## config.mk

```make
export PLATFORM = sky130hd
export DESIGN_NAME = cdb_arbiter
export DESIGN_NICKNAME = d
export VERILOG_FILES = /design/src/rtl/rv32i_types.sv /design/src/rtl/cdb_fifo.sv /design/src/rtl/cdb_arbiter.sv
export SDC_FILE = /design/constraint.sdc
export NUM_CORES = 1
export LEC_CHECK = 0
export ABC_AREA = 1
export CAP_MARGIN = 20
export CORE_AREA = 2 2 153 155
export CTS_BUF_LIST = sky130_fd_sc_hd__clkbuf_16
export CTS_CLUSTER_SIZE = 16
export DETAILED_ROUTE_END_ITERATION = 8
export DIE_AREA = 0 0 155 157
export PLACE_DENSITY_LB_ADDON = 0.05
export SYNTH_ARGS = -nofsm -noshare
export SYNTH_HDL_FRONTEND = slang
export SYNTH_SLANG_ARGS = --single-unit
```

## constraint.sdc

```tcl
create_clock -name clk -period 9.7 [get_ports clk]
set_input_delay 2.91 -clock clk [delete_from_list [all_inputs] [get_ports clk]]
set_output_delay 2.91 -clock clk [all_outputs]
set_load 0.02 [all_outputs]
```

## src/rtl/rv32i_types.sv

```systemverilog
// Shared result-bus types and defaults used by the FU wrappers, the CDB arbiter and the ROB.
package rv32i_types;

  localparam int unsigned NUM_FU_DEF = 3;
  localparam int unsigned QDEPTH_DEF = 2;
  localparam int unsigned TAG_W_DEF  = 4;
  localparam int unsigned DATA_W_DEF = 32;

  // Broadcast as seen by reservation stations and the ROB.
  typedef struct packed {
    logic                  valid;
    logic [TAG_W_DEF-1:0]  tag;
    logic [DATA_W_DEF-1:0] value;
  } cdb_t;

  // One buffered result waiting for the bus.
  typedef struct packed {
    logic [TAG_W_DEF-1:0]  tag;
    logic [DATA_W_DEF-1:0] value;
  } cdb_entry_t;

  // Increment an index in the range [0, n-1], wrapping n-1 back to 0.
  function automatic int unsigned rr_wrap_inc(input int unsigned idx, input int unsigned n);
    int unsigned nxt;
    if ((idx + 32'd1) >= n) begin
      nxt = 32'd0;
    end else begin
      nxt = idx + 32'd1;
    end
    return nxt;
  endfunction

endpackage

```

## src/rtl/cdb_fifo.sv

```systemverilog
// Single-unit circular result queue: enqueue at tail, dequeue at head, flush empties it.
// No bypass: an entry written this cycle becomes visible at head on the next cycle.
module cdb_fifo #(
  parameter int unsigned DEPTH = 2,
  parameter int unsigned WIDTH = 36
) (
  input  logic             clk,
  input  logic             rst,
  input  logic             flush,
  input  logic             enq,
  input  logic [WIDTH-1:0] enq_data,
  input  logic             deq,
  output logic [WIDTH-1:0] head,
  output logic             full,
  output logic             empty
);

  localparam int unsigned PTR_W = (DEPTH > 1) ? $clog2(DEPTH) : 1;
  localparam int unsigned CNT_W = $clog2(DEPTH + 1);

  logic [WIDTH-1:0] mem_r [DEPTH];
  logic [PTR_W-1:0] head_r;
  logic [PTR_W-1:0] tail_r;
  logic [CNT_W-1:0] count_r;
  logic             push_s;
  logic             pop_s;

  // Pointer advance with explicit wrap from DEPTH-1 to 0.
  function automatic logic [PTR_W-1:0] ptr_inc(input logic [PTR_W-1:0] p);
    logic [PTR_W-1:0] n;
    if (p == PTR_W'(DEPTH - 1)) begin
      n = PTR_W'(0);
    end else begin
      n = p + PTR_W'(1);
    end
    return n;
  endfunction

  assign full  = (count_r == CNT_W'(DEPTH));
  assign empty = (count_r == CNT_W'(0));
  assign head  = mem_r[head_r];

  // Qualify requests: nothing moves during reset or flush, and full/empty guard the ends.
  always_comb begin
    push_s = enq && !full && !flush && !rst;
    pop_s  = deq && !empty && !flush && !rst;
  end

  // Entry storage; contents need no reset because count gates visibility.
  always_ff @(posedge clk) begin
    if (push_s) begin
      mem_r[tail_r] <= enq_data;
    end
  end

  // Head, tail and occupancy bookkeeping.
  always_ff @(posedge clk) begin
    if (rst || flush) begin
      head_r  <= PTR_W'(0);
      tail_r  <= PTR_W'(0);
      count_r <= CNT_W'(0);
    end else begin
      if (push_s) begin
        tail_r <= ptr_inc(tail_r);
      end
      if (pop_s) begin
        head_r <= ptr_inc(head_r);
      end
      case ({push_s, pop_s})
        2'b10:   count_r <= count_r + CNT_W'(1);
        2'b01:   count_r <= count_r - CNT_W'(1);
        default: count_r <= count_r;
      endcase
    end
  end

endmodule

```

## src/rtl/cdb_arbiter.sv

```systemverilog
// Common data bus arbiter: buffers results from each functional unit in its own queue
// and broadcasts one result per cycle, round-robin across units, from a registered output.
module cdb_arbiter
  import rv32i_types::*;
#(
  parameter int unsigned NUM_FU = NUM_FU_DEF,
  parameter int unsigned QDEPTH = QDEPTH_DEF,
  parameter int unsigned TAG_W  = TAG_W_DEF,
  parameter int unsigned DATA_W = DATA_W_DEF
) (
  input  logic                           clk,
  input  logic                           rst,
  input  logic [NUM_FU-1:0]              fu_valid,
  input  logic [NUM_FU-1:0][TAG_W-1:0]   fu_tag,
  input  logic [NUM_FU-1:0][DATA_W-1:0]  fu_value,
  output logic [NUM_FU-1:0]              fu_ready,
  input  logic                           flush,
  output logic                           cdb_valid,
  output logic [TAG_W-1:0]               cdb_tag,
  output logic [DATA_W-1:0]              cdb_value,
  output logic [$clog2(NUM_FU)-1:0]      cdb_src
);

  localparam int unsigned SRC_W   = $clog2(NUM_FU);
  localparam int unsigned ENTRY_W = TAG_W + DATA_W;

  logic [NUM_FU-1:0]  full_s;
  logic [NUM_FU-1:0]  empty_s;
  logic [NUM_FU-1:0]  enq_s;
  logic [NUM_FU-1:0]  deq_s;
  logic [ENTRY_W-1:0] head_s [NUM_FU];
  logic [ENTRY_W-1:0] sel_entry_s;
  logic               grant_valid_s;
  logic [SRC_W-1:0]   grant_idx_s;
  logic [SRC_W-1:0]   rr_next_s;
  logic [SRC_W-1:0]   rr_r;

  // One queue per functional unit; tag sits above value in each stored entry.
  for (genvar g = 0; g < NUM_FU; g++) begin : g_fifo
    cdb_fifo #(
      .DEPTH (QDEPTH),
      .WIDTH (ENTRY_W)
    ) u_fifo (
      .clk      (clk),
      .rst      (rst),
      .flush    (flush),
      .enq      (enq_s[g]),
      .enq_data ({fu_tag[g], fu_value[g]}),
      .deq      (deq_s[g]),
      .head     (head_s[g]),
      .full     (full_s[g]),
      .empty    (empty_s[g])
    );
  end

  // Ready reflects queue occupancy only, so a full queue stays not-ready even while draining.
  always_comb begin
    if (rst) begin
      fu_ready = '0;
    end else begin
      fu_ready = ~full_s;
    end
  end

  assign enq_s = fu_valid & fu_ready;

  // Round-robin search: first nonempty queue at or above the pointer, then wrap to the low indices.
  always_comb begin
    grant_valid_s = 1'b0;
    grant_idx_s   = '0;
    for (int i = 0; i < NUM_FU; i++) begin
      if (!grant_valid_s && !empty_s[i] && (SRC_W'(i) >= rr_r)) begin
        grant_valid_s = 1'b1;
        grant_idx_s   = SRC_W'(i);
      end else begin
        grant_valid_s = grant_valid_s;
      end
    end
    for (int i = 0; i < NUM_FU; i++) begin
      if (!grant_valid_s && !empty_s[i] && (SRC_W'(i) < rr_r)) begin
        grant_valid_s = 1'b1;
        grant_idx_s   = SRC_W'(i);
      end else begin
        grant_valid_s = grant_valid_s;
      end
    end
  end

  // Dequeue strobe and head-of-queue selection for the granted unit.
  always_comb begin
    deq_s       = '0;
    sel_entry_s = '0;
    for (int i = 0; i < NUM_FU; i++) begin
      if (grant_valid_s && (grant_idx_s == SRC_W'(i))) begin
        deq_s[i]    = 1'b1;
        sel_entry_s = head_s[i];
      end else begin
        deq_s[i] = 1'b0;
      end
    end
  end

  assign rr_next_s = SRC_W'(rr_wrap_inc(32'(grant_idx_s), NUM_FU));

  // Round-robin pointer: moves past the granted unit, holds when nothing is granted.
  always_ff @(posedge clk) begin
    if (rst || flush) begin
      rr_r <= '0;
    end else if (grant_valid_s) begin
      rr_r <= rr_next_s;
    end else begin
      rr_r <= rr_r;
    end
  end

  // Registered broadcast; all fields read zero whenever the bus is idle.
  always_ff @(posedge clk) begin
    if (rst || flush) begin
      cdb_valid <= 1'b0;
      cdb_tag   <= '0;
      cdb_value <= '0;
      cdb_src   <= '0;
    end else if (grant_valid_s) begin
      cdb_valid <= 1'b1;
      cdb_tag   <= sel_entry_s[ENTRY_W-1:DATA_W];
      cdb_value <= sel_entry_s[DATA_W-1:0];
      cdb_src   <= grant_idx_s;
    end else begin
      cdb_valid <= 1'b0;
      cdb_tag   <= '0;
      cdb_value <= '0;
      cdb_src   <= '0;
    end
  end

endmodule
```

==> results of run 1 <==
[critical path, delay by kind of cell]
family,cells,cell delay (ns)
AOI/OAI and AO/OA,1,0.15
buffers and inverters,2,1.08
[final cells by class]
type / count / area, µm²
fillers: 1859 / 9077
flip-flops and latches: 272 / 7611
multi-input cells: 488 / 2706
repair buffers: 167 / 1694
clock buffers: 29 / 725.7
well taps: 285 / 356.6
inverters: 53 / 201.4
clock inverters: 23 / 125.1
diodes: 2 / 5.005
[registers in the layout, summed over array words and instances, names as in the netlist, named ones only]
name	flops
cdb_value	32
g_fifo.u_fifo.head_r	3
g_fifo.u_fifo.mem_r	216
rr_r	2
cdb_tag	4
g_fifo.u_fifo.tail_r	3
cdb_src	2
cdb_valid	1
g_fifo.u_fifo.count_r	6
[power by group through the flow]
stage | Sequential (mW) | Combinational (mW) | Clock (mW)
CTS | 1.28 | 0.156 | 1.00
global route | 1.29 | 0.169 | 1.05
detailed placement | 1.31 | 0.156 | 0
floorplan | 1.31 | 0.0750 | 0
finish | 1.28 | 0.154 | 0.982
global placement | 1.31 | 0.152 | 0
[synthesized netlist by cell type]
library cell  count  share of area
edfxtp_1        216           0.60
nand2_1         155          0.054
nor2_1           96          0.033
dfxtp_1          56           0.10
inv_1            50          0.017
o21ai_0          49          0.023
nand3_1          40          0.019
mux2_2           36          0.038
mux2i_1          36          0.033
nand4_1          36          0.021
a21oi_1          17         0.0079
buf_4            16          0.011
buf_2            13         0.0060
buf_6             8         0.0084
clkbuf_1          8         0.0028
nand2_2           7         0.0041
ha_1              3         0.0035
nor2_2            3         0.0017
o211ai_1          3         0.0021
inv_2             2        0.00070
nor2_4            2         0.0021
inv_4             1        0.00058
nand3_2           1        0.00093
nand3b_1          1        0.00070
o21ai_1           1        0.00046
o21ai_4           1         0.0015
xor2_1            1        0.00081
[per-layer routing]
layer	wire, µm	share of wire	vias up	track usage
met5	16	0.00067	-	0
met3	1139	0.048	38	0.03249
met2	11430	0.48	167	0.3257
met4	590	0.025	2	0.05247
met1	10650	0.45	3162	0.2650
li1	-	-	3309	-
[cell families (layout without fill, tap and decap cells)]
| family | Yosys count | after routing | synth area share |
|---|---|---|---|
| DFF | 272 | 272 | 0.7063 |
| muxes | 72 | 72 | 0.07110 |
| xor gates and xnor gates | 1 | 1 | 0.0008133 |
| adders and majority gates | 3 | 3 | 0.003486 |
| AOI/OAI and AO/OA | 71 | 71 | 0.03474 |
| buffers and inverters | 98 | 272 | 0.04705 |
| other | 0 | 2 | 0 |
| and+or+nand+nor | 341 | 341 | 0.1365 |
[final timing paths]
path                            slack (ns)  cells after the start                           to
worst max register to register        6.55                     12  g_fifo[1].u_fifo.count_r[1]
worst min register to register        0.48                      2      g_fifo[0].u_fifo.head_r
worst max-delay path                  2.65                      3                  fu_ready[2]
worst min-delay path                  0.48                      2      g_fifo[0].u_fifo.head_r
[metrics by stage]
step	hold WS, ns	power [mW]	setup slack, ns	cells	cell area (µm²)
floorplan	0.4513	1.386	3.540	858	10770
detailed placement	0.4720	1.465	2.637	1265	12570
global route	0.5040	2.505	2.613	1318	13420
CTS	0.4863	2.446	2.637	1317	13420
finish	0.4799	2.421	2.653	1319	13430
global placement	0.4603	1.462	2.669	1262	12490
==> run metrics, run 1 <==
status complete, no violations; Final TNS setup 0 ns; core box area 0.02250 mm²; Period minus WS final 7.047 ns; Ys Warns 0; Worst Skew 0.009490 ns; Post-Syn Instances 858; Core Util, Final 0.5966; Slew HR 0.2842; crit-path cells clkdlybuf4s50_1 -> a21oi_1 -> clkdlybuf4s50_1; sequential share of power 0.531; CP Launch Type primary input; Layout area overhead 24.65%; Slowest-stage cell, CP clkdlybuf4s50_1; gp weighted congestion 0.7368; syn nets 975; total CTS buffers 28; Seq cells post-synth 272; Pre-antenna DRT Iters 4; Switching Share 0.2093; Crit path largest cell delay 0.62 ns; most frequent cells in the layout edfxtp_1 (216), nand2_1 (155), clkdlybuf4s50_1 (155), nor2_1 (90), inv_1 (55); Routed WL per cell 18.06 µm; Global Route Usage Sum 0.1944; Via Count 6,678; Starting Density 0.4786; clock latency on the worst-skew pair 0.53 ns; clk buf depth 3; remaining antenna violation count after routing 0; FP Rows 55; CTS H-Tree Depth 1; first-pass GRT wire length 35.94 mm; unrepaired setup endpoints after global routing no; sequential-to-total area share from yosys stat 0.7063; largest net degree at the start of global routing 74; CTS tree built; Period Utilization, post-route 0.7265; final WL 23.82 mm; Crit. Startpoint rst; Comb power frac 0.064; switching power 0.5068 mW; CTS Hold Bufs 0; Post-CTS Resized 0; final net count 1,127; Avg Cell Area, Syn 12.55 µm²; internal power 1.914 mW; critical path arrival 4.14 ns; number of global-route vias before repair 6,508; Buffers on Ports 155; clk sinks 272; WP data required 6.79 ns; Die Span X 155 µm; # setup viols final 0; Cell Area, Synth 0.01077 mm²; clock share of power 0.406; post-DP HPWL 14.77 mm; DR DRC count 0; Slew Limit Fails 0; initial antenna violation count 3; hold wc startpoint g_fifo[0].u_fifo.head_r; share of cells above drive strength 1 0.1095; distinct cell type count after synthesis 27; commonest non-fill, non-tap cell in the layout edfxtp_1; routed vias/inst 5.063; most frequent CP cell clkdlybuf4s50_1; Iter 0 DRT Violations 350; Hold Fails Final Rpt 0; critical path peak fanout 4; launching point of the worst reg2reg path g_fifo[1].u_fifo.count_r[1]; FMAX 141.9 MHz; # Post-CTS Setup Buffers 0; area of the die 0.02434 mm²; IO Count 156; die height 157 µm; clk root buf clkbuf_16; Worst Tran Pin Value 1.074 ns; Setup CP Type primary input to primary output; crit end category primary output; Pwr per Cell Area 180.3 mW/mm²; LEAKAGE 4.581 nW; clock slew seen by the registers of the worst setup and hold paths 0.06 ns; Hold Path Class flop to flop; Remaining Overflow, GRT 0; maximum VDD drop 0.0001250 V; Max-Cap Viols 0
Note: power is estimated with default switching activity, not from simulation.
==> inputs of run 2 (changes only) <==
- clock period: 9.7 -> 7.1 ns (I/O delays scaled with it)
==> run 2 against run 1 <==
Net effect: count of clock-buffer cells in the layout is the same; cell area grew 0.34%; total power grew 39%; via count grew 0.19%; highest routed layer is now met4; sequential share of layout area shrank 0.19 points.
==> run metrics, run 2 (same netlist as run 1, synthesis figures left out) <==
status complete, no violations; clk sinks 272 (unchanged); pre-CTS WS 1.582 ns (-1.055 ns); crit end category primary output; Setup CP Type primary input to primary output; # setup viols final 0 (unchanged); largest net degree at the start of global routing 74 (unchanged); number of global-route vias before repair 6,593 (+1.3%); Slew Limit Fails 0 (unchanged); Buffers on Ports 155 (unchanged); initial antenna violation count 1 (-2); final net count 1,127 (unchanged); CTS H-Tree Depth 1 (unchanged); CTS tree built; # Post-CTS Setup Buffers 0 (unchanged); Hold Path Class flop to flop; routed vias/inst 5.080 (+0.35%); Worst Tran Pin Value 1.068 ns (-0.005984 ns); Pre-antenna DRT Iters 4 (unchanged); Layout area overhead 25.08%; Core Util, Final 0.5987 (+0.002058); fin worst setup slack 1.593 ns (-1.060 ns); Slew HR 0.2865 (+0.002300); Hold Fails Final Rpt 0 (unchanged); Period Utilization, post-route 0.7757; ant diodes 0 (-2); commonest non-fill, non-tap cell in the layout edfxtp_1; Max-Cap Viols 0 (unchanged); core box area 0.02250 mm² (unchanged); CTS Hold Bufs 0 (unchanged); maximum VDD drop 0.0001591 V (+27%); Starting Density 0.4786 (unchanged); Remaining Overflow, GRT 0 (unchanged); Global Route Usage Sum 0.1950 (+0.0005424); Period minus WS final 5.507 ns; WP data required 4.97 ns (-1.82 ns); post-DP HPWL 14.81 mm (+0.23%); remaining antenna violation count after routing 0 (unchanged); clock slew seen by the registers of the worst setup and hold paths 0.06 ns (about the same); Final TNS setup 0 ns (unchanged); clk buf depth 3 (unchanged); Pwr per Cell Area 249.0 mW/mm² (+38%); post-route cell area 0.01347 mm² (+0.34%); DR DRC count 0 (unchanged); total CTS buffers 29 (+3.6%); gp weighted congestion 0.7775 (+5.5%); FP Rows 55 (unchanged); critical path arrival 3.38 ns (-0.76 ns); IO Count 156 (unchanged); clk root buf clkbuf_16; Routed WL per cell 18.01 µm (-0.29%); area of the die 0.02434 mm² (unchanged); Via Count 6,691 (+0.19%); final WL 23.72 mm (-0.44%); Iter 0 DRT Violations 486 (+39%); Post-CTS Resized 0 (unchanged); FMAX 181.6 MHz; Fin Hold WS 0.4962 ns (+0.01631 ns); Die Span X 155 µm (unchanged); Worst Skew 0.007687 ns (-0.001803 ns); CP Launch Type primary input; LEAKAGE 4.608 nW (+0.60%); unrepaired setup endpoints after global routing no; first-pass GRT wire length 36.11 mm (+0.50%); Top reg by flops g_fifo.u_fifo.mem_r; most frequent cells in the layout edfxtp_1 (216), nand2_1 (155), clkdlybuf4s50_1 (155), nor2_1 (90), inv_1 (56); Area after DPL 0.01257 mm² (about the same); clock latency on the worst-skew pair 0.53 ns (about the same); share of cells above drive strength 1 0.1114 (+0.001938); die height 157 µm (unchanged); Regs by FF count g_fifo.u_fifo.mem_r: 216 flops, cdb_value: 32 flops, g_fifo.u_fifo.count_r: 6 flops; critical path peak fanout 4 (unchanged); max reg flops 216 (unchanged)
run 2: cell types whose count changed in the layout (fill, tap and decap cells not counted), sizes merged:
cell,before,now
diode,2,0
clkinvlp,1,0
bufinv,1,2
clkinv,16,15
buf,12,11
inv,58,60
run 2: per-layer routing:
metal / track usage / up-vias / wire length [µm]
met3: 0.03387 / 41 / 1218
met2: 0.3247 / 177 / 11150
met4: 0.05732 / 0 / 650
li1: - / 3306 / -
met5: 0 / - / 0
met1: 0.2647 / 3167 / 10700
run 2: cell type report:
type / instances / area [µm²]
clock inverters: 24 / 158.9
well taps: 285 / 356.6
inverters: 53 / 201.4
multi-input cells: 488 / 2706
clock buffers: 29 / 725.7
repair buffers: 166 / 1712
fillers: 1851 / 9031
flip-flops and latches: 272 / 7611
run 2: final timing paths:
| check | start | endpoint | slack [ns] | cells past startpoint |
|---|---|---|---|---|
| worst max-delay path | rst | fu_ready[2] | 1.59 | 3 |
| worst min-delay path | g_fifo[0].u_fifo.head_r | g_fifo[0].u_fifo.head_r | 0.50 | 2 |
| worst max register to register | g_fifo[2].u_fifo.count_r[0] | cdb_tag[1] | 4.23 | 8 |
| worst min register to register | g_fifo[0].u_fifo.head_r | g_fifo[0].u_fifo.head_r | 0.50 | 2 |
run 2: metrics by stage:
stage / total power, mW / std cells
after global routing: 3.474 / 1317
after floorplan: 1.893 / 858
after CTS: 3.384 / 1316
final: 3.354 / 1317
after global placement: 1.996 / 1259
after detailed placement: 2.002 / 1263
run 2: power by group:
group / total, mW / switching (mW) / internal [mW]
sequential: 1.75 / 0.00815 / 1.75
clock: 1.39 / 0.578 / 0.809
combinational: 0.212 / 0.112 / 0.0997
run 2: worst max-delay path, stage by stage:
cell and delay [ns]:
clkdlybuf4s50_1 0.47, a21oi_1 0.16, clkdlybuf4s50_1 0.62
==> inputs of run 3 (changes only) <==
- clock period: 7.1 -> 5 ns (I/O delays scaled with it)
==> run 3 against run 2 <==
Net effect: count of clock-buffer cells in the layout is 2 higher; register-to-register slack got worse by 2.2 ns; worst hold slack got worse by 0.017 ns; final cell count did not move; core utilization decreased by 0.14 points; cell area fell by 0.23%; setup slack lost 0.85 ns; via count up 1.4%; routed wire length grew 3.1%; combinational power grew 44%; critical path type unchanged; largest cell class unchanged.
==> run metrics, run 3 (same netlist as run 1, synthesis figures left out) <==
Layout area overhead 24.79%; Worst R2R End g_fifo[0].u_fifo.count_r[1]; critical path arrival 2.75 ns (-0.63 ns); launching point of the worst reg2reg path g_fifo[2].u_fifo.count_r[0]; grt met1 use 0.2681 (+0.003425); maximum VDD drop 0.0002539 V (+60%); Global Route Usage Sum 0.2016 (+0.006663); Regs by FF count g_fifo.u_fifo.mem_r: 216 flops, cdb_value: 32 flops, g_fifo.u_fifo.count_r: 6 flops; clock slew seen by the registers of the worst setup and hold paths 0.06 ns (about the same); Remaining Overflow, GRT 0 (unchanged); Hold Fails Final Rpt 0 (unchanged); Period Utilization, post-route 0.8506; Buf/Inv on CP 2 (unchanged); CP Capture Point fu_ready[2]; CTS Hold Bufs 0 (unchanged); FMAX 235.1 MHz; DR DRC count 0 (unchanged); unrepaired setup endpoints after global routing no; Post-CTS Resized 0 (unchanged); clock latency on the worst-skew pair 0.54 ns (about the same); first-pass GRT wire length 37.49 mm (+3.8%); post-DP HPWL 15.34 mm (+3.6%); IO Count 156 (unchanged); Routed WL per cell 18.57 µm (+3.1%); CTS H-Tree Depth 1 (unchanged); Pre-antenna DRT Iters 4 (unchanged); # Post-CTS Setup Buffers 0 (unchanged); Max-Cap Viols 0 (unchanged); grt peak-use layer met2; Slew Limit Fails 0 (unchanged); number of global-route vias before repair 6,715 (+1.9%); LEAKAGE 4.595 nW (-0.30%); Starting Density 0.4786 (unchanged); Slew HR 0.2705 (-0.01604); area of the die 0.02434 mm² (unchanged); Iter 0 DRT Violations 427 (-12%); Via Count 6,787 (+1.4%); Slowest-stage cell, CP clkdlybuf4s50_1; met2 GRT Util 0.3475 (+0.02286); Crit. Startpoint rst; most frequent cells in the layout edfxtp_1 (216), nand2_1 (155), clkdlybuf4s50_1 (155), nor2_1 (90), inv_1 (57); CP Launch Type primary input; commonest non-fill, non-tap cell in the layout edfxtp_1; clk root buf clkbuf_16; max reg flops 216 (unchanged); Die Span X 155 µm (unchanged); Worst Tran Pin Value 1.092 ns (+0.02400 ns); core box area 0.02250 mm² (unchanged); Top reg by flops g_fifo.u_fifo.mem_r; Buffers on Ports 155 (unchanged); remaining antenna violation count after routing 0 (unchanged); Core Util, Final 0.5973 (-0.001390); Crit path largest cell delay 0.63 ns (about the same); Hold Path Class flop to flop; crit-path cells clkdlybuf4s50_1 -> a21oi_1 -> clkdlybuf4s50_1; most frequent CP cell clkdlybuf4s50_1; Worst path depth 3 (unchanged); cell family with most CP delay buffers and inverters; clk buf depth 3 (unchanged); largest net degree at the start of global routing 74 (unchanged); Pwr per Cell Area 355.3 mW/mm² (+43%); Period minus WS final 4.253 ns; final net count 1,128 (+0.089%); ant diodes 0 (unchanged); critical path peak fanout 4 (unchanged); routed vias/inst 5.153 (+1.4%); CTS tree built; gp weighted congestion 0.7185 (-7.6%); status complete, no violations; hold wc startpoint g_fifo[2].u_fifo.head_r; FP Rows 55 (unchanged); final WL 24.46 mm (+3.1%); die height 157 µm (unchanged); WP data required 3.50 ns (-1.47 ns); share of cells above drive strength 1 0.1085 (-0.002907); Setup CP Type primary input to primary output; clk sinks 272 (unchanged); total CTS buffers 28 (-3.4%); Final TNS setup 0 ns (unchanged); GR Layer Usage met3 0.03772 (+0.003855); initial antenna violation count 1 (unchanged); crit end category primary output; R2R depth 10 (+2); Worst Skew 0.01432 ns (+0.006630 ns); Reg2Reg Setup Slack 2.05 ns (-2.18 ns); # setup viols final 0 (unchanged)
-- run 3: cell count changes in the layout (fill, tap and decap cells not counted) --
| cell | delta |
|---|---|
| buf_4 | +5 |
| buf_16 | -2 |
| inv_1 | +1 |
| buf_12 | -1 |
| clkinv_1 | +2 |
| clkinvlp_4 | +2 |
| clkinv_2 | -8 |
| clkinv_4 | +1 |
| inv_6 | -1 |
| clkbuf_16 | +2 |
| bufinv_16 | -1 |
-- run 3: worst min-delay path by stage --
stage	to	slack, ns	depth (start not counted)
2_1_floorplan	flop	0.45	2
3_3_place_gp	flop	0.46	2
3_5_place_dp	flop	0.48	2
4_1_cts	flop	0.48	2
5_1_grt	g_fifo[1].u_fifo.head_r	0.53	2
6_report	flop	0.48	2
-- run 3: per-layer routing --
metal	vias to the layer above	wire (µm)
li1	3314	-
met2	192	11970
met3	30	1558
met1	3249	10600
met5	-	13
met4	2	317
-- run 3: power breakdown --
group,internal [mW],total (mW),switching (mW)
logic,0.141,0.305,0.164
clock network,1.15,1.98,0.824
registers,2.48,2.49,0.0122
total,3.78,4.78,1.00
-- run 3: area by class of cell --
class	count	area [µm²]
clock buffer	31	775.7
clock inverter	20	115.1
fill	1820	9062
inverter	53	201.4
multi-input combinational	488	2706
sequential	272	7611
tap	285	356.6
timing repair buffer	168	1674
-- run 3: worst register-to-register path, delay by kind of cell (launching register included) --
family                     cells  cell delay, ns
DFF                            1            0.41
and+or+nand+nor                5            1.61
adders and majority gates      1            0.33
AOI/OAI and AO/OA              4            0.46
-- run 3: metrics by stage --
| stage | area (µm²) | setup slack (ns) | total power [mW] | std cells | hold WS [ns] |
|---|---|---|---|---|---|
| after CTS | 13420 | 0.7351 | 4.817 | 1316 | 0.4830 |
| after global routing | 13440 | 0.6958 | 4.951 | 1317 | 0.5279 |
| after global placement | 12510 | 0.7892 | 2.841 | 1264 | 0.4646 |
| after floorplan | 10770 | 0.9635 | 2.688 | 858 | 0.4513 |
| after detailed placement | 12530 | 0.7516 | 2.846 | 1265 | 0.4760 |
| final | 13440 | 0.7469 | 4.775 | 1317 | 0.4788 |
